===== src/rtl/seq_store.sv =====
// Append-only colour sequence store with autonomous playback and a registered random-access read port.
// Optional macro PLAY_READY_EN adds a play_ready handshake input that stalls playback.
module seq_store #(
  parameter int DATA_W = 2,
  parameter int DEPTH  = 16,
  parameter int ADDR_W = $clog2(DEPTH)
) (
  input  logic              clock,
  input  logic              reset,
  input  logic              clear,
  input  logic              append,
  input  logic [DATA_W-1:0] append_data,
  output logic [ADDR_W:0]   length,
  output logic              full,
  input  logic              play_start,
`ifdef PLAY_READY_EN
  input  logic              play_ready,
`endif
  output logic              play_busy,
  output logic              play_valid,
  output logic [DATA_W-1:0] play_data,
  output logic              play_last,
  input  logic              rd_en,
  input  logic [ADDR_W-1:0] rd_addr,
  output logic              rd_valid,
  output logic [DATA_W-1:0] rd_data,
  output logic              rd_err
);

  localparam logic [ADDR_W:0] DEPTH_L = (ADDR_W+1)'(DEPTH);
  localparam logic [ADDR_W:0] ONE_L   = (ADDR_W+1)'(1);

  typedef enum logic {IDLE, PLAY} state_e;

  state_e              state_q, state_d;
  logic [DATA_W-1:0]   mem [DEPTH];
  logic [ADDR_W:0]     length_q, length_d;
  logic [ADDR_W:0]     ptr_q, ptr_d;
  logic                full_q, full_d;
  logic                play_valid_q, play_valid_d;
  logic                play_last_q, play_last_d;
  logic [DATA_W-1:0]   play_data_q;
  logic                rd_valid_q, rd_valid_d;
  logic                rd_err_q, rd_err_d;
  logic [DATA_W-1:0]   rd_data_q;

  logic                ready;
  logic                start_ok, append_ok, rd_ok, handshake, rd_in_range;
  logic                fetch;
  logic [ADDR_W-1:0]   fetch_addr;

`ifdef PLAY_READY_EN
  assign ready = play_ready;
`else
  assign ready = 1'b1;
`endif

  // A request is only honoured in IDLE; an accepted play_start swallows a concurrent append.
  assign start_ok    = !clear && (state_q == IDLE) && play_start && (length_q != '0);
  assign append_ok   = !clear && (state_q == IDLE) && append && !full_q && !start_ok;
  assign rd_ok       = !clear && (state_q == IDLE) && rd_en;
  assign handshake   = (state_q == PLAY) && play_valid_q && ready;
  assign rd_in_range = {1'b0, rd_addr} < length_q;

  always_comb begin
    state_d      = state_q;
    length_d     = length_q;
    ptr_d        = ptr_q;
    play_valid_d = play_valid_q;
    play_last_d  = play_last_q;
    fetch        = 1'b0;
    fetch_addr   = '0;
    if (clear) begin
      state_d      = IDLE;
      length_d     = '0;
      play_valid_d = 1'b0;
      play_last_d  = 1'b0;
    end else begin
      case (state_q)
        IDLE: begin
          if (start_ok) begin
            state_d      = PLAY;
            fetch        = 1'b1;
            fetch_addr   = '0;
            ptr_d        = ONE_L;
            play_valid_d = 1'b1;
            play_last_d  = (length_q == ONE_L);
          end else if (append_ok) begin
            length_d = length_q + ONE_L;
          end
        end
        PLAY: begin
          if (handshake) begin
            if (play_last_q) begin
              state_d      = IDLE;
              play_valid_d = 1'b0;
              play_last_d  = 1'b0;
            end else begin
              fetch       = 1'b1;
              fetch_addr  = ptr_q[ADDR_W-1:0];
              ptr_d       = ptr_q + ONE_L;
              play_last_d = (ptr_q == length_q - ONE_L);
            end
          end
        end
        default: state_d = IDLE;
      endcase
    end
    full_d     = (length_d == DEPTH_L);
    rd_valid_d = rd_ok;
    rd_err_d   = rd_ok ? !rd_in_range : rd_err_q;
  end

  always_ff @(posedge clock) begin
    if (reset) begin
      state_q      <= IDLE;
      length_q     <= '0;
      ptr_q        <= '0;
      full_q       <= 1'b0;
      play_valid_q <= 1'b0;
      play_last_q  <= 1'b0;
      rd_valid_q   <= 1'b0;
      rd_err_q     <= 1'b0;
    end else begin
      state_q      <= state_d;
      length_q     <= length_d;
      ptr_q        <= ptr_d;
      full_q       <= full_d;
      play_valid_q <= play_valid_d;
      play_last_q  <= play_last_d;
      rd_valid_q   <= rd_valid_d;
      rd_err_q     <= rd_err_d;
    end
  end

  // Storage is left uninitialised: entries at or beyond length are never observable.
  always_ff @(posedge clock) begin
    if (append_ok) mem[length_q[ADDR_W-1:0]] <= append_data;
  end

  always_ff @(posedge clock) begin
    if (reset) begin
      play_data_q <= '0;
      rd_data_q   <= '0;
    end else begin
      if (fetch) play_data_q <= mem[fetch_addr];
      if (rd_ok) rd_data_q   <= rd_in_range ? mem[rd_addr] : '0;
    end
  end

  assign length     = length_q;
  assign full       = full_q;
  assign play_busy  = (state_q == PLAY);
  assign play_valid = play_valid_q;
  assign play_last  = play_last_q;
  assign play_data  = play_data_q;
  assign rd_valid   = rd_valid_q;
  assign rd_data    = rd_data_q;
  assign rd_err     = rd_err_q;

endmodule


===== config.mk =====
export PLATFORM = sky130hd
export DESIGN_NAME = seq_store
export DESIGN_NICKNAME = d
export VERILOG_FILES = /design/src/rtl/seq_store.sv
export SDC_FILE = /design/constraint.sdc
export NUM_CORES = 1
export LEC_CHECK = 0
export ABC_CLOCK_PERIOD_IN_PS = 2000
export CORE_ASPECT_RATIO = 0.7
export CORE_MARGIN = 5
export CORE_UTILIZATION = 51
export CTS_CLUSTER_SIZE = 25
export DETAILED_ROUTE_END_ITERATION = 10
export PLACE_DENSITY = 0.75
export SLEW_MARGIN = 15
export SYNTH_ARGS = -nofsm -noshare
export SYNTH_HDL_FRONTEND = slang
export SYNTH_SLANG_ARGS = --single-unit

===== constraint.sdc =====
create_clock -name clock -period 2 [get_ports clock]
set_input_delay 0.2 -clock clock [delete_from_list [all_inputs] [get_ports clock]]
set_output_delay 0.2 -clock clock [all_outputs]
set_load 0.01 [all_outputs]

# After elaboration in Yosys (flattened, before gate mapping)
# Memory sizes are Yosys's and may differ from the RTL's. A register that Yosys moved wholly into a read port is not among the register bits.
# Index checks and enable logic that the tools add are counted.
# word_totals
wordCells	70
inputBits	12
memories	1
ram_bits	32
output_inout_bits	15
ff_bits	18
# op_classes
reduce_logical	17
n_eq_ne	7
n_mux	30
n_bitwise	2
magnitude_cmp	1
n_addsub	3
# mem_list
name	depth	width	read_ports	rd_ports_with_merged_regs	wr	line	source
mem	16	2	2	1	1	36	logic [DATA_W-1:0] mem [DEPTH];
# ops
op	count
$mux 5	7
$mux 1	13
$mux 4	3
$add 5x1->5 const B	2
$pmux 5 s2	1
$logic_and 1x1->1	8
$pmux 1 s2	4
$pmux 4 s2	1
$eq 5x1->1 const B	1
$eq 5x5->1	1
$eq 5x5->1 const B	1
$lt 4x5->1	1
$reduce_bool 5->1	1
$sub 5x1->5 const B	1
$logic_not 1->1	4
$ne 2x1->1 const B	2
$ne 2x2->1 const B	2
$reduce_and 4->1	1
$reduce_and 3->1	1
$mux 2	1
$not 1->1	2
$reduce_and 2->1	1
$reduce_or 2->1	1

# Depth between registers and ports, before layout
# depth
word_depth	11
mapped_depth	8
ltp_nobuf	7

# Worst setup path before layout
# Ideal clock, no wire load.
# synth_path
path_kind	register -> register
from	register length_q[0] (netlist: length[0])
to	memory mem[3][0] (enable)
period_less_slack_ps	2208
required_ps	1671
arrival_ps	1880
setup_time_ps	329
path_buffers	1
path_stages_with_launch	8
setup_slack_ps	-208
cell_sequence	dfxtp_1 > inv_1 > ha_1 > or4b_4 > a21oi_2 > buf_4 > nand2_1 > nor3_1
# synth_between
elab_chain_len	6
# synth_lines
element	line	source
from (decl)	37	logic [ADDR_W:0] length_q, length_d;
from (signal assigned)	126	length_q <= length_d;
$reduce_bool 5->1	59	assign start_ok = !clear && (state_q == IDLE) && play_start && (length_q != '0);
$logic_and 1x1->1	59	
$logic_not 1->1	60	assign append_ok = !clear && (state_q == IDLE) && append && !full_q && !start_ok;
$logic_and 1x1->1	60	
$mux 1	138	if (append_ok) mem[length_q[ADDR_W-1:0]] <= append_data;
$mux 1 (not written as such)	138	
to (decl)	36	
# Several ways; a longest one is shown, not always the timed one.

# Worst setup path in the final report
# layout_path
from	register length_q[0] (netlist: length[0])
to	register full_q (netlist: full)
# layout_between
elab_chain_len	9
word_cells_on_any_way	10
classes_between	add/sub (1); eq/ne (1); mux (4); reduce/logical (4)
# layout_lines
element	line	source
parallel branches: the longest is 6 deep, another holds $add 5x1->5	--	
$mux 5 (*)	79	case (state_q)
$mux 5 (*)	73	if (clear) begin
$eq 5x5->1 (*)	109	full_d = (length_d == DEPTH_L);
to (signal assigned)	128	full_q <= full_d;
to (decl)	39	logic full_q, full_d;
# Mark *: on every way between the ends.
# A chain may end at the register's enable or synchronous reset.

==> results.cfg <==
[power_and_ir_drop]
power_density_mw_per_mm2 = 561.0
p_leak_nw = 1.214
total_power_mw = 1.974
irDropWorstVdd_v = 0.0004370

[cts]
clock_sinks = 52
clockBufferDepth = 2
cts_max_level = 2
cts_tree = done
clkLatencyLatePin_ns = 0.31
cts-root-buf = clkbuf_8
clk_pin_slew_ns = 0.11
numCtsBuffers = 5
hold_buffers = 0

[sta]
max_clock_freq_mhz = 506.3
slew_headroom_pct = 64.23
rsz0062_at_grt = yes
whs_ns = 0.4816
period_share_pct = 98.76
skew_ns = 0.007486
tns_ns = 0
setup_viol_count_final = 0
drv_slew = 0
tightest_slew_ns = 0.5348
period_minus_slack_ns = 1.975
finalHoldViolCount = 0

[floorplan]
fp.dieH_um = 72.00
start_util_pct = 52.98
coreArea_mm2 = 0.005285
die-area_mm2 = 0.007096
core.rowCount = 22
die_w_um = 98.57
io_pins = 27

[logic_synthesis]
synth_area_per_cell_um2 = 11.43
syn_inst = 245
yosysTopAreaCell = edfxtp_1
synth_edf_count = 32
synth-seq-area-share_pct = 48.61
yosys-top-cells-area = edfxtp_1 34%, dfxtp_1 14%, mux4_2 8.0%
synth_seq_cells = 52
ys.warnings.count = 0
netlist_area_mm2 = 0.002800
synth_top_area_share_pct = 34.32
synth_flop_cell = edfxtp_1
synth_nets = 266
synth_cell_types = 48
async_reset_ff_share_pct = 0

[layout]
multi_input_area_mm2 = 0.001455
drive_gt1_share_pct = 27.84
nets = 311
insertedDiodeCount = 0
fillCellCount = 417
final-seq-area_mm2 = 0.001366
area_growth_pct = 25.69

[worst_setup_path]
r2r_cells = 8
timing.rr.start = length[0]$_SDFF_PP0_
crit_type = flip-flop to flip-flop
startpoint_type = flip-flop
startpoint = length[0]$_SDFF_PP0_
cp_max_fo = 4
required_ns = 2.21
arrival_ns = 2.19
critical_path.endpoint_type = flip-flop

[run_status]
outcome = complete, no violations

[routing]
wire_per_inst_um = 19.02
drtPass1Iterations = 4
dr_total_vias = 2096
via_per_inst = 5.774
ant_nets = 0
drt_iter0_markers = 184
wl_um = 6906
drcViolationCount = 0

[place]
gp_congestion = 0.8457
io_buffers = 26
dp_hpwl_um = 5236

[global_routing]
overflow = 0
grt_pass1_vias = 2108
antenna_found_initial = 0
grt_util_all_layers_pct = 19.93
grt_start_max_net_pins = 19
grt_pass1_wl_um = 11050

[hold_path]
hold_depth = 2
hp-class = flip-flop to flip-flop
min-delay-start = rd_err$_SDFFE_PP0P_

[job]
drv_cap = 0
-- placed cells by master, fill, tap and decap left out, drive strengths merged, types with 3 or more instances in the layout --
master / n
a22oi: 3
xor2: 7
nor2b: 11
a211oi: 8
nor3: 9
a31oi: 7
o21ai: 3
mux4: 10
clkbuf: 5
nor2: 30
clkdlybuf4s50: 26
ha: 9
xnor2: 7
buf: 29
edfxtp: 32
nand4: 5
nand2: 14
dfxtp: 20
inv: 8
mux2i: 11
a21oi: 9
-- worst paths after layout --
path / end / slack (ns)
worst max-delay path: full$_SDFF_PP0_ / 0.02
worst min-delay path: rd_err$_SDFFE_PP0P_ / 0.48
worst max register to register: full$_SDFF_PP0_ / 0.02
worst min register to register: rd_err$_SDFFE_PP0P_ / 0.48
-- cells in the mapped netlist, types with 2 or more instances --
master	n
edfxtp_1	32
nor3_1	9
nand4_1	4
a2111oi_0	2
or4b_4	2
a21oi_1	8
a22oi_1	3
dfxtp_1	20
mux4_2	10
buf_1	2
a31oi_1	7
clkbuf_1	5
mux2i_1	11
nor2b_1	11
xor2_1	7
xnor2_1	7
a211oi_1	7
ha_1	9
nand2_1	14
mux2_2	2
inv_1	6
o21ai_0	3
a32o_1	2
buf_6	2
nor2_1	29
o22ai_1	2
o221ai_1	2
buf_2	7
-- routing by layer --
metal	routed length, µm	GRT usage (%)	part of all wire (%)	vias up
met4	31	3.788	0.45	0
met2	3069	29.74	44	62
met3	453	4.803	6.6	4
met1	3352	29.91	49	1021
met5	0	0	0	-
li1	-	-	-	1009
-- area by class of cell --
type	instances	share of cell area (%)
clock inverters	3	0.7110
inverters	6	0.7110
multi-input cells	170	41.34
well taps	72	2.560
clock buffers	5	1.955
repair buffers	55	13.90
flip-flops and latches	52	38.82
-- sequential cells by signal (all words and copies together), names as in the netlist --
name        count
full            1
play_last       1
play_data       2
play_busy       1
rd_valid        1
rd_err          1
mem            32
length          5
ptr_q           5
rd_data         2
play_valid      1
-- stage by stage --
step	area (µm²)	util (%)	cells	setup slack (ns)
finish	3520	66.60	363	0.02480
global route	3520	66.60	363	-0.04939
CTS	3460	65.46	363	0.01146
detailed placement	3309	62.62	354	-0.1611
global placement	3309	62.62	354	-0.1261
floorplan	2844	-	245	0.0009630
-- worst max-delay path: stages, from the launching register on --
cell and delay (ns):
dfxtp_4 0.37, inv_4 0.06, ha_4 0.12, or4b_4 0.48, a21oi_4 0.22, buf_6 0.14, mux2i_1 0.17, mux2i_1 0.09
o221a_1 0.23
-- power by group --
group	internal [mW]	total, mW	switching, mW
clock network	0.256	0.642	0.385
registers	1.14	1.15	0.00668
logic	0.0954	0.184	0.0883
total	1.49	1.97	0.480
-- kinds of logic (layout without fill, tap and decap cells) --
logic type / count (synthesis) / after routing / synth area share (%)
fa+ha+maj: 9 / 9 / 4.022
simple gates: 81 / 81 / 15.19
compound gates: 43 / 43 / 10.95
buf+inv: 23 / 69 / 4.066
mux: 23 / 23 / 12.78
xor+xnor: 14 / 14 / 4.379
flops: 52 / 52 / 48.61
-- repair_timing --
action                     CTS  global route
setup endpoints to repair   11            22
setup buffers                1             0
pin swaps                    4             3
hold endpoints to repair     0             0
gates resized for setup     11            16
No activity file was read; power rests on OpenSTA's default activity.
==> edit 1: new RTL, same settings <==
Add a define of `PLAY_READY_EN`.
--- a/src/rtl/seq_store.sv
+++ b/src/rtl/seq_store.sv
@@ -2,2 +2,4 @@
 // Optional macro PLAY_READY_EN adds a play_ready handshake input that stalls playback.
+`define PLAY_READY_EN
+
 module seq_store #(
Interface: changed (added play_ready); port bits go from 27 to 28. No check against the original RTL was run, so the function may have changed too.
==> edit 1 against the unedited design <==
Sequential cell count stayed put; routed wire length is 9.7% higher; cell area is 3.9% higher; via count is 14% higher; setup slack better by 4.3 ps; synthesized area is 3.6% higher; first-iteration DRC count is 11% higher; power is 1.7% higher; cell count is 12% higher; largest cell class unchanged.
==> edit 1: results <==
timing:
  slew_headroom_pct: 66.5
  finalSetupTns_ps: 0
  skew_ps: 8.90
outcome:
  status: "complete, no violations"
drt:
  wl_met2_um: 3170
  top_layer: "met4"
  wirelength_um: 7580
  wl_met3_um: 705
  vias_per_cell: 5.87
  drt-met1-wl_um: 3610
  drtIter0Drc: 204
  via_count: 2390
  firstDrtPassIters: 5
  antenna_left: 0
place:
  gp_congestion: 0.898
  placed_area_sq_um: 3550
  dp.final_hpwl_um: 6010
  port_buffers: 27
  dp.cells: 399
  pre_cts_slack_ps: -255
grt:
  grt_pass1_vias: 2297
  grt_max_degree: 20
  grt_antenna_before_repair: 0
  overflow: 0
  grt_first_pass_wirelength_um: 12200
  track_usage_pct: 21.9
  grtUsageMet1_pct: 33.1
  met2_usage_pct: 31.3
  grt.met3_usage_pct: 4.87
yosys:
  synth_edf_count: 32
  synthCells: 267
  synth_fp_nets: 289
  yosys_most_used_dff: "edfxtp_1"
  synth_warnings: 0
  synth.distinct_cells: 58
  synth-seq-area-share_pct: 46.9
  synth_area_leaders: "edfxtp_1 (33%), dfxtp_1 (14%), mux4_2 (6.2%)"
  synthArstFlopShare_pct: 0
  synth_common_cells: "edfxtp_1 (32), dfxtp_1 (20), a21oi_1 (19)"
power_and_ir_drop:
  irDropWorstVdd_mv: 0.355
  p_leak_nw: 1.38
clock_network:
  clk_latency_ps: 320
  postCtsSetupBuffers: 0
  htree_num_levels: 2
  clockBufferDepth: 2
  cts.clk_slew.worst_paths_ps: 110
worst_setup_path:
  reg2reg_depth: 7
  max_stage_delay_ps: 520
  arrival_ps: 2170
  crit_fanout: 3
  reg2reg_from: "length[0]"
finish:
  largest_reg_flops: 32
  layout.nets: 353
  antenna_cells: 0
  nFillCells: 432
  drive_above_1_share_pct: 25.0
min_path:
  hold_depth: 2
==> edit 1: changes by cell type in the layout (fill, tap and decap cells not counted), sizes merged, moves of 4 or more <==
cell,unedited run,this run
mux2i,11,5
nand3,1,6
and3,1,17
a31oi,7,3
buf,29,46
inv,8,15
and2,0,6
a21oi,9,20
nor2b,11,4
nor2,30,20
==> edit 1: timing repair <==
action,in CTS,in global routing
pin swaps,0,1
gates resized for setup,1,2
setup endpoints to repair,1,2
gates cloned,0,0
==> edit 1: cell type report <==
class                   instances  area, sq um  share of cell area (%)
clock buffers                   5         68.8                    1.88
flip-flops and latches         52         1370                    37.4
well taps                      75         93.8                    2.57
inverters                      12         50.0                    1.37
multi-input cells             187         1430                    39.2
clock inverters                 3         28.8                   0.787
repair buffers                 73          616                    16.8
==> edit 1: critical path, delay by kind of cell, from the launching register on <==
kind,cells,cell delay [ps]
and+or+nand+nor,3,1110
AOI/OAI and AO/OA,2,200
buffers and inverters,1,50
DFF,1,370
adders and majority gates,1,110
==> edit 1: worst paths after layout <==
check | endpoint | slack (ps)
setup / recovery | play_data[0] | 30
hold / removal | rd_err | 460
setup reg to reg | play_data[0] | 30
hold reg to reg | rd_err | 460
==> edit 1: report_power, final <==
| part | internal (mW) | switching, mW |
|---|---|---|
| logic | 0.103 | 0.0981 |
| clock network | 0.265 | 0.394 |
| registers | 1.14 | 0.00632 |
| total | 1.51 | 0.498 |
==> edit 1: logic make-up (layout without fill, tap and decap cells) <==
logic type | count (synthesis) | count (layout) | share of synthesized area, %
compound gates | 57 | 57 | 13.7
xor+xnor | 13 | 13 | 3.93
fa+ha+maj | 9 | 9 | 3.88
buf+inv | 28 | 93 | 4.66
flops | 52 | 52 | 46.9
mux | 14 | 14 | 8.33
simple gates | 94 | 94 | 18.6
==> edit 2: new RTL, same flow settings <==
Made on the original files. Register the output `rd_err` once more, with the module's reset; this adds one clock of latency there. The other outputs are not delayed to match.
--- a/src/rtl/seq_store.sv
+++ b/src/rtl/seq_store.sv
@@ -158,3 +158,9 @@
   assign rd_data    = rd_data_q;
-  assign rd_err     = rd_err_q;
+  always_ff @(posedge clock) begin
+    if (reset) begin
+      rd_err <= '0;
+    end else begin
+      rd_err <= rd_err_q;
+    end
+  end
 
Behaviour: not the same (Yosys sat finds a counterexample within 4 cycles, from zero or initial values and one cycle with reset high).
==> edit 2 against the unedited design <==
Global-route usage down 0.088 points; via count is 2.8% higher; largest cell class unchanged; critical path depth decreased by 1; clock power increased by 21%; synthesized cell count increased by 0.41%; sequential cell count rose by 1; cell area is 3.1% higher; synthesized area barely moved; power up 8.7%; cell count grew 2.5%; count of clock-buffer cells in the layout is the same; routed wire length rose by 2.0%; setup slack got worse by 3.9 ps.
==> edit 2: results <==
yosys:
  synth.distinct_cells: 45
  synth-seq-area-share_pct: 49.3
  synth_common_cells: "edfxtp_1 (32), nor2_1 (27), dfxtp_1 (21)"
  synth_area_leaders: "edfxtp_1 (34%), dfxtp_1 (15%), mux4_2 (8.0%)"
  synth_fp_nets: 267
  synth_warnings: 0
grt:
  track_usage_pct: 19.8
  grt_first_pass_wirelength_um: 10900
  grt_max_degree: 21
  grt_antenna_before_repair: 0
  grt_pass1_vias: 2051
place:
  placed_area_sq_um: 3340
  dp.final_hpwl_um: 5000
  gp_congestion: 0.879
timing:
  skew_ps: 9.65
  tightestPinTransition_ps: 542
power_and_ir_drop:
  p_leak_nw: 1.22
  irDropWorstVdd_mv: 0.423
worst_setup_path:
  arrival_ps: 2000
  startpoint: "length[1]"
  reg2reg_depth: 7
finish:
  layout.nets: 320
  drive_above_1_share_pct: 32.0
clock_network:
  clockBufferDepth: 2
  holdBufCountCts: 0
min_path:
  hp-class: "reg2reg"
drt:
  drtIter0Drc: 138
  wl_per_cell_um: 18.9
  via_count: 2155
  firstDrtPassIters: 6
outcome:
  status: "complete, no violations"
## edit 2: cell types whose count changed after synthesis, moves of 3 or more
cell	delta
a21oi_1	-3
clkbuf_1	+4
nor2b_1	-3
o21ai_0	+6
## edit 2: cells by family (layout without fill, tap and decap cells)
| logic type | Yosys count | count (layout) | synth area share [%] |
|---|---|---|---|
| multiplexers | 23 | 23 | 12.9 |
| AO/OA/AOI/OAI | 44 | 44 | 11.1 |
| buffers and inverters | 22 | 76 | 3.48 |
| flip-flops | 53 | 53 | 49.3 |
| XOR/XNOR | 14 | 14 | 4.38 |
| adder cells (fa/ha/maj) | 9 | 9 | 4.02 |
| AND/OR/NAND/NOR | 81 | 81 | 14.9 |
## edit 2: repair_timing
| item | 4_1_cts | 5_1_grt |
|---|---|---|
| endpoints found under the hold margin | 0 | 0 |
| resized for setup | 5 | 24 |
| gates cloned | 0 | 0 |
| pin swaps | 3 | 8 |
| setup buffers | 4 | 6 |
| setup endpoints to repair | 27 | 30 |
## edit 2: report_power, final
part	switching, mW	total [mW]	internal, mW	leakage (nW)
logic	0.0920	0.198	0.106	0.697
registers	0.00604	1.17	1.16	0.460
clock network	0.394	0.779	0.384	0.0603
total	0.492	2.15	1.65	1.22
## edit 2: metal layers
layer  track usage, %  wire (um)  up-vias
li1                 -          -     1028
met1             32.1       3530     1041
met2             27.6       3000       76
met3             3.55        435       10
met4             4.09         82        0
met5                0          0        -
## edit 2: worst min path at each step
stage                         from  endpoint  slack (ps)  cells after the start
after global placement    rd_err_q    rd_err         460                      1
after floorplan              reset    rd_err         280                      1
after detailed placement  rd_err_q    rd_err         460                      1
after global routing      rd_err_q    rd_err         490                      1
after CTS                 rd_err_q    rd_err         480                      1
final                     rd_err_q    rd_err         480                      1
## edit 2: cell type report
| cell class | instances | area, sq um |
|---|---|---|
| repair buffers | 63 | 553 |
| clock inverters | 3 | 50.0 |
| flip-flops and latches | 53 | 1390 |
| fillers | 392 | 1660 |
| multi-input cells | 171 | 1460 |
| clock buffers | 5 | 68.8 |
| inverters | 5 | 21.3 |
| well taps | 72 | 90.1 |
## edit 2: worst register-to-register path, stage by stage (launching register included)
cell	delay, ps
dfxtp_2	340
inv_2	80
ha_4	140
or4b_4	480
a21oi_4	220
buf_4	150
nand2_2	90
nor2_1	190
## edit 2: metrics by stage
step	utilization (%)	cells	hold slack (ps)	power [mW]	setup WS [ps]
after global placement	63.2	354	458	1.36	-128
final	68.7	372	479	2.15	20.9
after CTS	66.3	366	479	2.14	10.2
after floorplan	-	246	283	1.29	-51.9
after detailed placement	63.2	354	463	1.37	-190
after global routing	68.7	372	489	2.22	-54.2
